## src/rtl/flash_sram_bus_controller_if.sv

```systemverilog
// Host/memory bus bundle for flash_sram_bus_controller.
// The slave modport is the controller; master is the requesting host plus device model.
interface flash_sram_bus_controller_if #(
  parameter int unsigned ADDR_W = 32,
  parameter int unsigned DATA_W = 16
) ();
  logic              req;
  logic              wr;
  logic [ADDR_W-1:0] addr;
  logic [DATA_W-1:0] wdata;
  logic              wp_lock;
  logic              busy;
  logic              done;
  logic              err;
  logic [DATA_W-1:0] rdata;
  logic [ADDR_W-1:0] mem_addr;
  logic [DATA_W-1:0] mem_dout;
  logic [DATA_W-1:0] mem_din;
  logic              flash_ce_n;
  logic              sram_ce_n;
  logic              oe_n;
  logic              we_n;
  logic              wp_n;

  modport slave (
    input  req, wr, addr, wdata, wp_lock, mem_din,
    output busy, done, err, rdata, mem_addr, mem_dout,
           flash_ce_n, sram_ce_n, oe_n, we_n, wp_n
  );

  modport master (
    output req, wr, addr, wdata, wp_lock, mem_din,
    input  busy, done, err, rdata, mem_addr, mem_dout,
           flash_ce_n, sram_ce_n, oe_n, we_n, wp_n
  );
endinterface

```

## src/rtl/flash_sram_bus_controller.sv

```systemverilog
// Single-request Flash/SRAM bus controller: address decode, write protect,
// fixed SETUP / ACCESS(W) / HOLD strobe sequence with fully registered outputs.
module flash_sram_bus_controller #(
  parameter int unsigned       ADDR_W      = 32,
  parameter int unsigned       DATA_W      = 16,
  parameter logic [ADDR_W-1:0] FLASH_BASE  = 32'h0000_0000,
  parameter logic [ADDR_W-1:0] FLASH_LIMIT = 32'h0FFF_FFFF,
  parameter logic [ADDR_W-1:0] SRAM_BASE   = 32'h1000_0000,
  parameter logic [ADDR_W-1:0] SRAM_LIMIT  = 32'h44E1_1FFF,
  parameter int unsigned       FLASH_WAIT  = 4,
  parameter int unsigned       SRAM_WAIT   = 2
) (
  input logic                         clk,
  input logic                         RESET,
  flash_sram_bus_controller_if.slave  bus
);

  typedef enum logic [2:0] {IDLE, SETUP, ACCESS, HOLD, ERROR} state_t;

  localparam logic [3:0] FLASH_CNT = 4'(FLASH_WAIT - 1);
  localparam logic [3:0] SRAM_CNT  = 4'(SRAM_WAIT - 1);

  state_t            state;
  logic [3:0]        wait_cnt;
  logic              wr_q;
  logic              sel_flash;
  logic              hit_flash;
  logic              hit_sram;
  logic [DATA_W-1:0] din_s;

  // Offset compare keeps the check valid for any base, including zero.
  function automatic logic in_range(input logic [ADDR_W-1:0] a,
                                    input logic [ADDR_W-1:0] base,
                                    input logic [ADDR_W-1:0] limit);
    return (a - base) <= (limit - base);
  endfunction

  always_comb begin
    hit_flash = in_range(bus.addr, FLASH_BASE, FLASH_LIMIT);
    hit_sram  = in_range(bus.addr, SRAM_BASE, SRAM_LIMIT);
    din_s     = bus.mem_din;
  end

  always_ff @(posedge clk) begin
    if (RESET) begin
      state          <= IDLE;
      wait_cnt       <= '0;
      wr_q           <= 1'b0;
      sel_flash      <= 1'b0;
      bus.busy       <= 1'b0;
      bus.done       <= 1'b0;
      bus.err        <= 1'b0;
      bus.rdata      <= '0;
      bus.mem_addr   <= '0;
      bus.mem_dout   <= '0;
      bus.flash_ce_n <= 1'b1;
      bus.sram_ce_n  <= 1'b1;
      bus.oe_n       <= 1'b1;
      bus.we_n       <= 1'b1;
      bus.wp_n       <= 1'b0;
    end else begin
      bus.done <= 1'b0;
      bus.err  <= 1'b0;
      case (state)
        IDLE: begin
          if (bus.req) begin
            bus.busy     <= 1'b1;
            wr_q         <= bus.wr;
            bus.mem_addr <= bus.addr;
            if (bus.wr) begin
              bus.mem_dout <= bus.wdata;
            end
            // Flash is tested first so it wins wherever the ranges overlap.
            if (hit_flash && !(bus.wr && bus.wp_lock)) begin
              state          <= SETUP;
              sel_flash      <= 1'b1;
              bus.flash_ce_n <= 1'b0;
              bus.wp_n       <= bus.wr;
            end else if (!hit_flash && hit_sram) begin
              state         <= SETUP;
              sel_flash     <= 1'b0;
              bus.sram_ce_n <= 1'b0;
            end else begin
              state    <= ERROR;
              bus.done <= 1'b1;
              bus.err  <= 1'b1;
            end
          end
        end

        SETUP: begin
          state    <= ACCESS;
          wait_cnt <= sel_flash ? FLASH_CNT : SRAM_CNT;
          if (wr_q) begin
            bus.we_n <= 1'b0;
          end else begin
            bus.oe_n <= 1'b0;
          end
        end

        ACCESS: begin
          if (wait_cnt == 4'd0) begin
            state    <= HOLD;
            bus.oe_n <= 1'b1;
            bus.we_n <= 1'b1;
            bus.done <= 1'b1;
            if (!wr_q) begin
              bus.rdata <= din_s;
            end
          end else begin
            wait_cnt <= wait_cnt - 4'd1;
          end
        end

        HOLD: begin
          state          <= IDLE;
          bus.busy       <= 1'b0;
          bus.flash_ce_n <= 1'b1;
          bus.sram_ce_n  <= 1'b1;
          bus.wp_n       <= 1'b0;
        end

        ERROR: begin
          state    <= IDLE;
          bus.busy <= 1'b0;
        end

        default: begin
          state <= IDLE;
        end
      endcase
    end
  end

endmodule

```

## src/flat_wrapper.sv

```systemverilog
// flat-port wrapper written by rule: the top's interface ports become plain ports
module flash_sram_bus_controller_flat 
#(
  parameter int unsigned       ADDR_W      = 32,
  parameter int unsigned       DATA_W      = 16,
  parameter logic [ADDR_W-1:0] FLASH_BASE  = 32'h0000_0000,
  parameter logic [ADDR_W-1:0] FLASH_LIMIT = 32'h0FFF_FFFF,
  parameter logic [ADDR_W-1:0] SRAM_BASE   = 32'h1000_0000,
  parameter logic [ADDR_W-1:0] SRAM_LIMIT  = 32'h44E1_1FFF,
  parameter int unsigned       FLASH_WAIT  = 4,
  parameter int unsigned       SRAM_WAIT   = 2
)
  (clk, RESET, bus_req, bus_wr, bus_addr, bus_wdata, bus_wp_lock, bus_mem_din, bus_busy, bus_done, bus_err, bus_rdata, bus_mem_addr, bus_mem_dout, bus_flash_ce_n, bus_sram_ce_n, bus_oe_n, bus_we_n, bus_wp_n);
  flash_sram_bus_controller_if #(.ADDR_W(ADDR_W), .DATA_W(DATA_W)) bus_i ();
  input logic clk;
  input logic RESET;
  input wire logic [$bits(bus_i.req)-1:0] bus_req;
  input wire logic [$bits(bus_i.wr)-1:0] bus_wr;
  input wire logic [$bits(bus_i.addr)-1:0] bus_addr;
  input wire logic [$bits(bus_i.wdata)-1:0] bus_wdata;
  input wire logic [$bits(bus_i.wp_lock)-1:0] bus_wp_lock;
  input wire logic [$bits(bus_i.mem_din)-1:0] bus_mem_din;
  output wire logic [$bits(bus_i.busy)-1:0] bus_busy;
  output wire logic [$bits(bus_i.done)-1:0] bus_done;
  output wire logic [$bits(bus_i.err)-1:0] bus_err;
  output wire logic [$bits(bus_i.rdata)-1:0] bus_rdata;
  output wire logic [$bits(bus_i.mem_addr)-1:0] bus_mem_addr;
  output wire logic [$bits(bus_i.mem_dout)-1:0] bus_mem_dout;
  output wire logic [$bits(bus_i.flash_ce_n)-1:0] bus_flash_ce_n;
  output wire logic [$bits(bus_i.sram_ce_n)-1:0] bus_sram_ce_n;
  output wire logic [$bits(bus_i.oe_n)-1:0] bus_oe_n;
  output wire logic [$bits(bus_i.we_n)-1:0] bus_we_n;
  output wire logic [$bits(bus_i.wp_n)-1:0] bus_wp_n;
  assign bus_i.req = bus_req;
  assign bus_i.wr = bus_wr;
  assign bus_i.addr = bus_addr;
  assign bus_i.wdata = bus_wdata;
  assign bus_i.wp_lock = bus_wp_lock;
  assign bus_i.mem_din = bus_mem_din;
  assign bus_busy = bus_i.busy;
  assign bus_done = bus_i.done;
  assign bus_err = bus_i.err;
  assign bus_rdata = bus_i.rdata;
  assign bus_mem_addr = bus_i.mem_addr;
  assign bus_mem_dout = bus_i.mem_dout;
  assign bus_flash_ce_n = bus_i.flash_ce_n;
  assign bus_sram_ce_n = bus_i.sram_ce_n;
  assign bus_oe_n = bus_i.oe_n;
  assign bus_we_n = bus_i.we_n;
  assign bus_wp_n = bus_i.wp_n;
  flash_sram_bus_controller #(.ADDR_W(ADDR_W), .DATA_W(DATA_W), .FLASH_BASE(FLASH_BASE), .FLASH_LIMIT(FLASH_LIMIT), .SRAM_BASE(SRAM_BASE), .SRAM_LIMIT(SRAM_LIMIT), .FLASH_WAIT(FLASH_WAIT), .SRAM_WAIT(SRAM_WAIT)) u_core (.clk(clk), .RESET(RESET), .bus(bus_i));
endmodule
```

## config.mk

```make
export PLATFORM = sky130hd
export DESIGN_NAME = flash_sram_bus_controller_flat
export DESIGN_NICKNAME = d
export VERILOG_FILES = /design/src/rtl/flash_sram_bus_controller_if.sv /design/src/rtl/flash_sram_bus_controller.sv /design/src/flat_wrapper.sv
export SDC_FILE = /design/constraint.sdc
export NUM_CORES = 1
export LEC_CHECK = 0
export CELL_PAD_IN_SITES_DETAIL_PLACEMENT = 0
export CELL_PAD_IN_SITES_GLOBAL_PLACEMENT = 1
export CORE_UTILIZATION = 29
export DETAILED_ROUTE_END_ITERATION = 6
export PLACE_DENSITY = 0.79
export SLEW_MARGIN = 20
export SYNTH_ARGS = -nofsm -noshare
export SYNTH_HDL_FRONTEND = slang
export SYNTH_SLANG_ARGS = --single-unit
```

## constraint.sdc

```tcl
create_clock -name clk -period 2.1 [get_ports clk]
set_input_delay 0.315 -clock clk [delete_from_list [all_inputs] [get_ports clk]]
set_output_delay 0.315 -clock clk [all_outputs]
set_load 0.01 [all_outputs]
```

Word-level counts from Yosys, hierarchy flattened
Index checks and enable logic that the tools add are counted.
{"block": "word_totals", "word_cells": 88, "regBits": 81}
{"block": "op_classes", "magnitude_cmp": 2, "bitwise": 2, "eq_ne": 12, "mux": 31, "add_sub_neg": 2, "n_reduce_logical": 24}
{"cell": "32-bit by 28-bit <= comparator with 1-bit output, second input constant", "count": 1}
{"cell": "32-bit by 30-bit <= comparator with 1-bit output, second input constant", "count": 1}
{"cell": "32-bit by 29-bit subtractor with 32-bit output, second input constant", "count": 1}
{"cell": "3-bit AND reduction", "count": 6}
{"cell": "1-bit two-way mux", "count": 16}
{"cell": "1-bit one-hot mux with 2 select lines", "count": 7}
{"cell": "3-bit two-way mux", "count": 4}
{"cell": "3-bit one-hot mux with 3 select lines", "count": 1}
{"cell": "2-bit by 1-bit inequality test with 1-bit output, second input constant", "count": 4}
{"cell": "2-bit inequality test, second input constant", "count": 4}
{"cell": "4-bit one-hot mux with 2 select lines", "count": 1}
{"cell": "2-bit AND reduction", "count": 4}
{"cell": "2-bit nonzero test", "count": 4}
{"cell": "3-bit by 2-bit == test with 1-bit output, second input constant", "count": 2}
{"cell": "4-bit logical NOT", "count": 1}
{"cell": "4-bit two-way mux", "count": 1}
{"cell": "4-bit AND reduction", "count": 1}
{"cell": "2-bit OR reduction", "count": 2}
{"cell": "4-bit by 1-bit subtractor with 4-bit output, second input constant", "count": 1}
{"cell": "3-bit by 1-bit == test with 1-bit output, second input constant", "count": 1}
{"cell": "3-bit == test, second input constant", "count": 1}
{"cell": "1-bit logical AND", "count": 3}
{"cell": "3-bit logical NOT", "count": 1}
{"cell": "1-bit logical NOT", "count": 2}
{"cell": "other kinds (2)", "count": 3}

Logic depth before layout (Yosys ltp)
Gate-level depths: netlist (run 1).
{"block": "depth", "ltp_word": 7, "ltp_mapped": 7, "depth_no_buf": 6}

Worst setup path before layout (run 1)
Ideal clock, no wire load.
{"block": "synth_timing", "path_kind": "register to register", "startpoint": "register u_core.wait_cnt[0]", "endpoint": "register u_core.bus.rdata[10]", "arrival_time_ns": 1.771, "stages_incl_launch_ff": 8, "period_less_slack_ns": 1.899, "setup_slack_ns": 0.201, "n_path_buf": 1, "cell_sequence": "dfxtp_1 > inv_1 > ha_1 > or3b_2 > nor3_4 > buf_6 > mux2i_1 > nor2_1"}
{"block": "synth_between", "elab_chain_cells": 2}
{"item": "start: declaration", "line": "flash_sram_bus_controller.sv:24", "rtl": "logic [3:0] wait_cnt;"}
{"item": "start signal: assignment", "line": "flash_sram_bus_controller.sv:93", "rtl": "wait_cnt <= sel_flash ? FLASH_CNT : SRAM_CNT;"}
{"item": "start signal: assignment", "line": "flash_sram_bus_controller.sv:111", "rtl": "wait_cnt <= wait_cnt - 4'd1;"}
{"item": "4-bit logical NOT", "line": "flash_sram_bus_controller.sv:102", "rtl": "if (wait_cnt == 4'd0) begin"}
{"item": "3-bit AND reduction (no line)"}
{"item": "end signal: assignment", "line": "flash_sram_bus_controller.sv:108", "rtl": "bus.rdata <= din_s;"}
{"item": "end: declaration", "line": "flash_sram_bus_controller_if.sv:27", "rtl": "output busy, done, err, rdata, mem_addr, mem_dout,"}
No other way between the ends.
A chain may end at the register's enable or synchronous reset.

Worst setup path after layout (run 1)
{"block": "layout_timing", "startpoint": "register u_core.state[2]", "endpoint": "register u_core.bus.sram_ce_n"}
{"block": "layout_between", "elab_chain_cells": 3}
{"item": "start: declaration", "line": "flash_sram_bus_controller.sv:23", "rtl": "state_t state;"}
{"item": "start signal: assignment", "line": "flash_sram_bus_controller.sv:46", "rtl": "state <= IDLE;"}
{"item": "start signal: assignment", "line": "flash_sram_bus_controller.sv:75", "rtl": "state <= SETUP;"}
{"item": "start signal: assignment", "line": "flash_sram_bus_controller.sv:80", "rtl": "state <= SETUP;"}
{"item": "3-bit logical NOT / 3-bit by 2-bit == test with 1-bit output (equally long branches)", "line": "flash_sram_bus_controller.sv:64", "rtl": "case (state)"}
{"item": "2-bit inequality test (no line) (tied with other cells)"}
{"item": "4-bit AND reduction (no line)"}
{"item": "end signal: assignment", "line": "flash_sram_bus_controller.sv:57", "rtl": "bus.sram_ce_n <= 1'b1;"}
{"item": "end signal: assignment", "line": "flash_sram_bus_controller.sv:82", "rtl": "bus.sram_ce_n <= 1'b0;"}
{"item": "end signal: assignment", "line": "flash_sram_bus_controller.sv:119", "rtl": "bus.sram_ce_n <= 1'b1;"}
{"item": "end: declaration", "line": "flash_sram_bus_controller_if.sv:28", "rtl": "flash_ce_n, sram_ce_n, oe_n, we_n, wp_n"}
Several ways; a longest one is shown, not always the timed one.

==> results of run 1 <==
==> worst paths after layout <==
path / startpoint / to / slack [ns]
max reg2reg: u_core.state[2] / u_core.bus.sram_ce_n / 0.22
max: u_core.state[2] / u_core.bus.sram_ce_n / 0.22
min: RESET / u_core.state[0] / 0.38
min reg2reg: u_core.bus.mem_addr[28] / u_core.bus.mem_addr[28] / 0.46
==> synthesized netlist by cell type (all sizes together), types with 2 or more instances <==
library cell  number  area (sq um)
clkbuf            16          60.1
o211ai             3          22.5
inv                6          22.5
and2               3          18.8
a21oi             53           265
o31ai              2          15.0
a211oi             2          15.0
dfxtp             81          1620
nand2            109           409
o21ai              4          20.0
a21boi             2          15.0
buf                7          57.5
or3b               3          26.3
mux2i             20           200
nor4               5          31.3
nand3              2          10.0
nor3b              3          27.5
or4b               2          23.8
nor2              21          86.3
ha                 2          25.0
nor3               5          36.3
==> critical path, stage by stage, from the launching register on <==
cell and delay [ns]:
dfxtp_1 0.40, or4b_4 0.60, nor2_4 0.10, or4b_1 0.47, o22a_1 0.20
==> per-layer routing <==
metal  routed length [um]  track usage (%)  vias up  share of wire (%)
li1                     -                -     1502                  -
met1                 3490             17.1     1333                 41
met2                 4110             26.6      108                 48
met3                  804             6.13       10                9.5
met4                   98             4.76        0                1.2
met5                    0                0        -                  0
==> flip-flops by register name (all words and copies together), names as in the netlist <==
| register | cells |
|---|---|
| u_core.bus.mem_dout | 16 |
| u_core.wait_cnt | 4 |
| u_core.state | 3 |
| u_core.bus.we_n | 1 |
| u_core.wr_q | 1 |
| u_core.bus.err | 1 |
| u_core.bus.done | 1 |
| u_core.bus.sram_ce_n | 1 |
| u_core.bus.busy | 1 |
| u_core.bus.oe_n | 1 |
| u_core.bus.flash_ce_n | 1 |
| u_core.bus.rdata | 16 |
| u_core.sel_flash | 1 |
| u_core.bus.mem_addr | 32 |
| u_core.bus.wp_n | 1 |
==> power breakdown <==
group,switching [W],internal (W),leakage [nW]
Combinational,0.000309,0.000379,1.01
Sequential,0.0000596,0.00163,0.661
Clock,0.000579,0.000669,0.102
Total,0.000948,0.00268,1.77
==> per-stage QoR <==
stage,area (sq um),power [W]
floorplan,3130,0.00203
global route,4940,0.00382
finish,4940,0.00363
detailed placement,4720,0.00242
CTS,4930,0.00368
global placement,4720,0.00241
==> cell families after synthesis <==
family,share of synthesized area (%)
compound gates,13.1
xor+xnor,0.280
fa+ha+maj,0.799
buf+inv,4.48
flops,51.8
mux,6.39
simple gates,23.1
==> layout make-up <==
| type | instances | area, sq um | area share [%] |
|---|---|---|---|
| flip-flops and latches | 81 | 1620 | 32.8 |
| well taps | 136 | 170 | 3.45 |
| repair buffers | 155 | 1530 | 31.1 |
| clock buffers | 9 | 124 | 2.51 |
| clock inverters | 6 | 92.6 | 1.87 |
| multi-input cells | 254 | 1370 | 27.8 |
| inverters | 6 | 22.5 | 0.456 |
==> impl_metrics.ini, run 1 <==
[sta]
worst_slack_ns = 0.220
fin_crit_sh_pct = 89.5
rsz0062_at_grt = no
hold_violations = 0
period_minus_slack_ns = 1.88
holdWs_ns = 0.376
fmax_ghz = 0.532
setup_tns_ns = 0
final-setup-viol-count = 0
worst_pin_slew_ns = 0.517
fin_skew_ns = 0.00917
drv_slew = 0
slew_headroom_pct = 65.2

[clock_tree]
cts_buffers = 9
clkLatencyLatePin_ns = 0.35
postCtsSetupRepairBufs = 0
ctsHoldBuffers = 0
cts_tree = built
cts-root-buf = clkbuf_8
htree_levels = 3
cts.sinks = 81
cts_buffer_depth = 2
cts_resized = 0
clk_pin_slew_ns = 0.08

[synthesis]
syn_inst = 364
synth_edf_count = 0
ys_seq_area_share_pct = 51.8
avgSynthCellArea_sq_um = 8.60
synth_cell_type_count = 43
postSynth.asyncResetShare_pct = 0
yosysWarnings = 0
synthesis.nets = 435
ys_ff_latch = 81
synthesis.area_sq_mm = 0.00313
synthFlopType = dfxtp_1

[detailed_routing]
routed_via_density = 4.56
drc = 0
routedWlPerCell_um = 13.1
detail_route.iter0.violations = 107
drtAntennaViolNets = 0
routed_wl_um = 8500
vias = 2953
dr.pass1.iters = 5

[global_routing]
grt-ovfl-total = 0
grt_pass1_vias = 2878
grt_usage_pct = 15.3
antenna_found_initial = 0
grt_max_degree = 38
grt_first_pass_wirelength_um = 13600

[layout]
final_common_cell = clkdlybuf4s50_1
layout-drive-gt1-share_pct = 8.02
layout_common_cells = 139 x clkdlybuf4s50_1, 109 x nand2_1, 81 x dfxtp_1
fill_cells = 1046
nNetsFinal = 578
diodes = 0
syn2layout_area_growth_pct = 57.8
stdcell_count = 647
fin_util_pct = 47.4

[flow_run]
max-cap-violations = 0

[worst_hold_path]
hp-class = in2reg
holdPathStages = 4

[floorplanning]
core_sq_mm = 0.0104
start_util_pct = 30.1
rows = 37
io_pins = 141
fp.dieW_um = 106
die-area_sq_mm = 0.0112
die_y_um = 106

[pwr]
cellPowerDensity_mw_per_mm2 = 734
power.leakage_nw = 1.77
ir_worst_vdd_mv = 0.328

[critical_path]
critPathKind = reg2reg
worstRegToRegCells = 4
required_ns = 2.34
arrival_ns = 2.12
start_kind = flop
endpoint_kind = flop
cp_max_fo = 8

[placement]
dp_cells = 632
gp_congestion = 0.825
hpwl_um = 6210
port_buffers = 140
pre_cts_ws_ns = -0.173

[status]
status = finished clean
No activity file was read; power rests on OpenSTA's default activity.
==> run 2: changes to the inputs <==
--- a/config.mk
+++ b/config.mk
@@ -10,6 +10,7 @@
 export CORE_UTILIZATION = 29
 export DETAILED_ROUTE_END_ITERATION = 6
 export PLACE_DENSITY = 0.79
+export SKIP_CTS_REPAIR_TIMING = 1
 export SLEW_MARGIN = 20
 export SYNTH_ARGS = -nofsm -noshare
 export SYNTH_HDL_FRONTEND = slang
==> results of run 2 <==
Same layout as run 1: the final DEF is identical, and so are final timing and power.
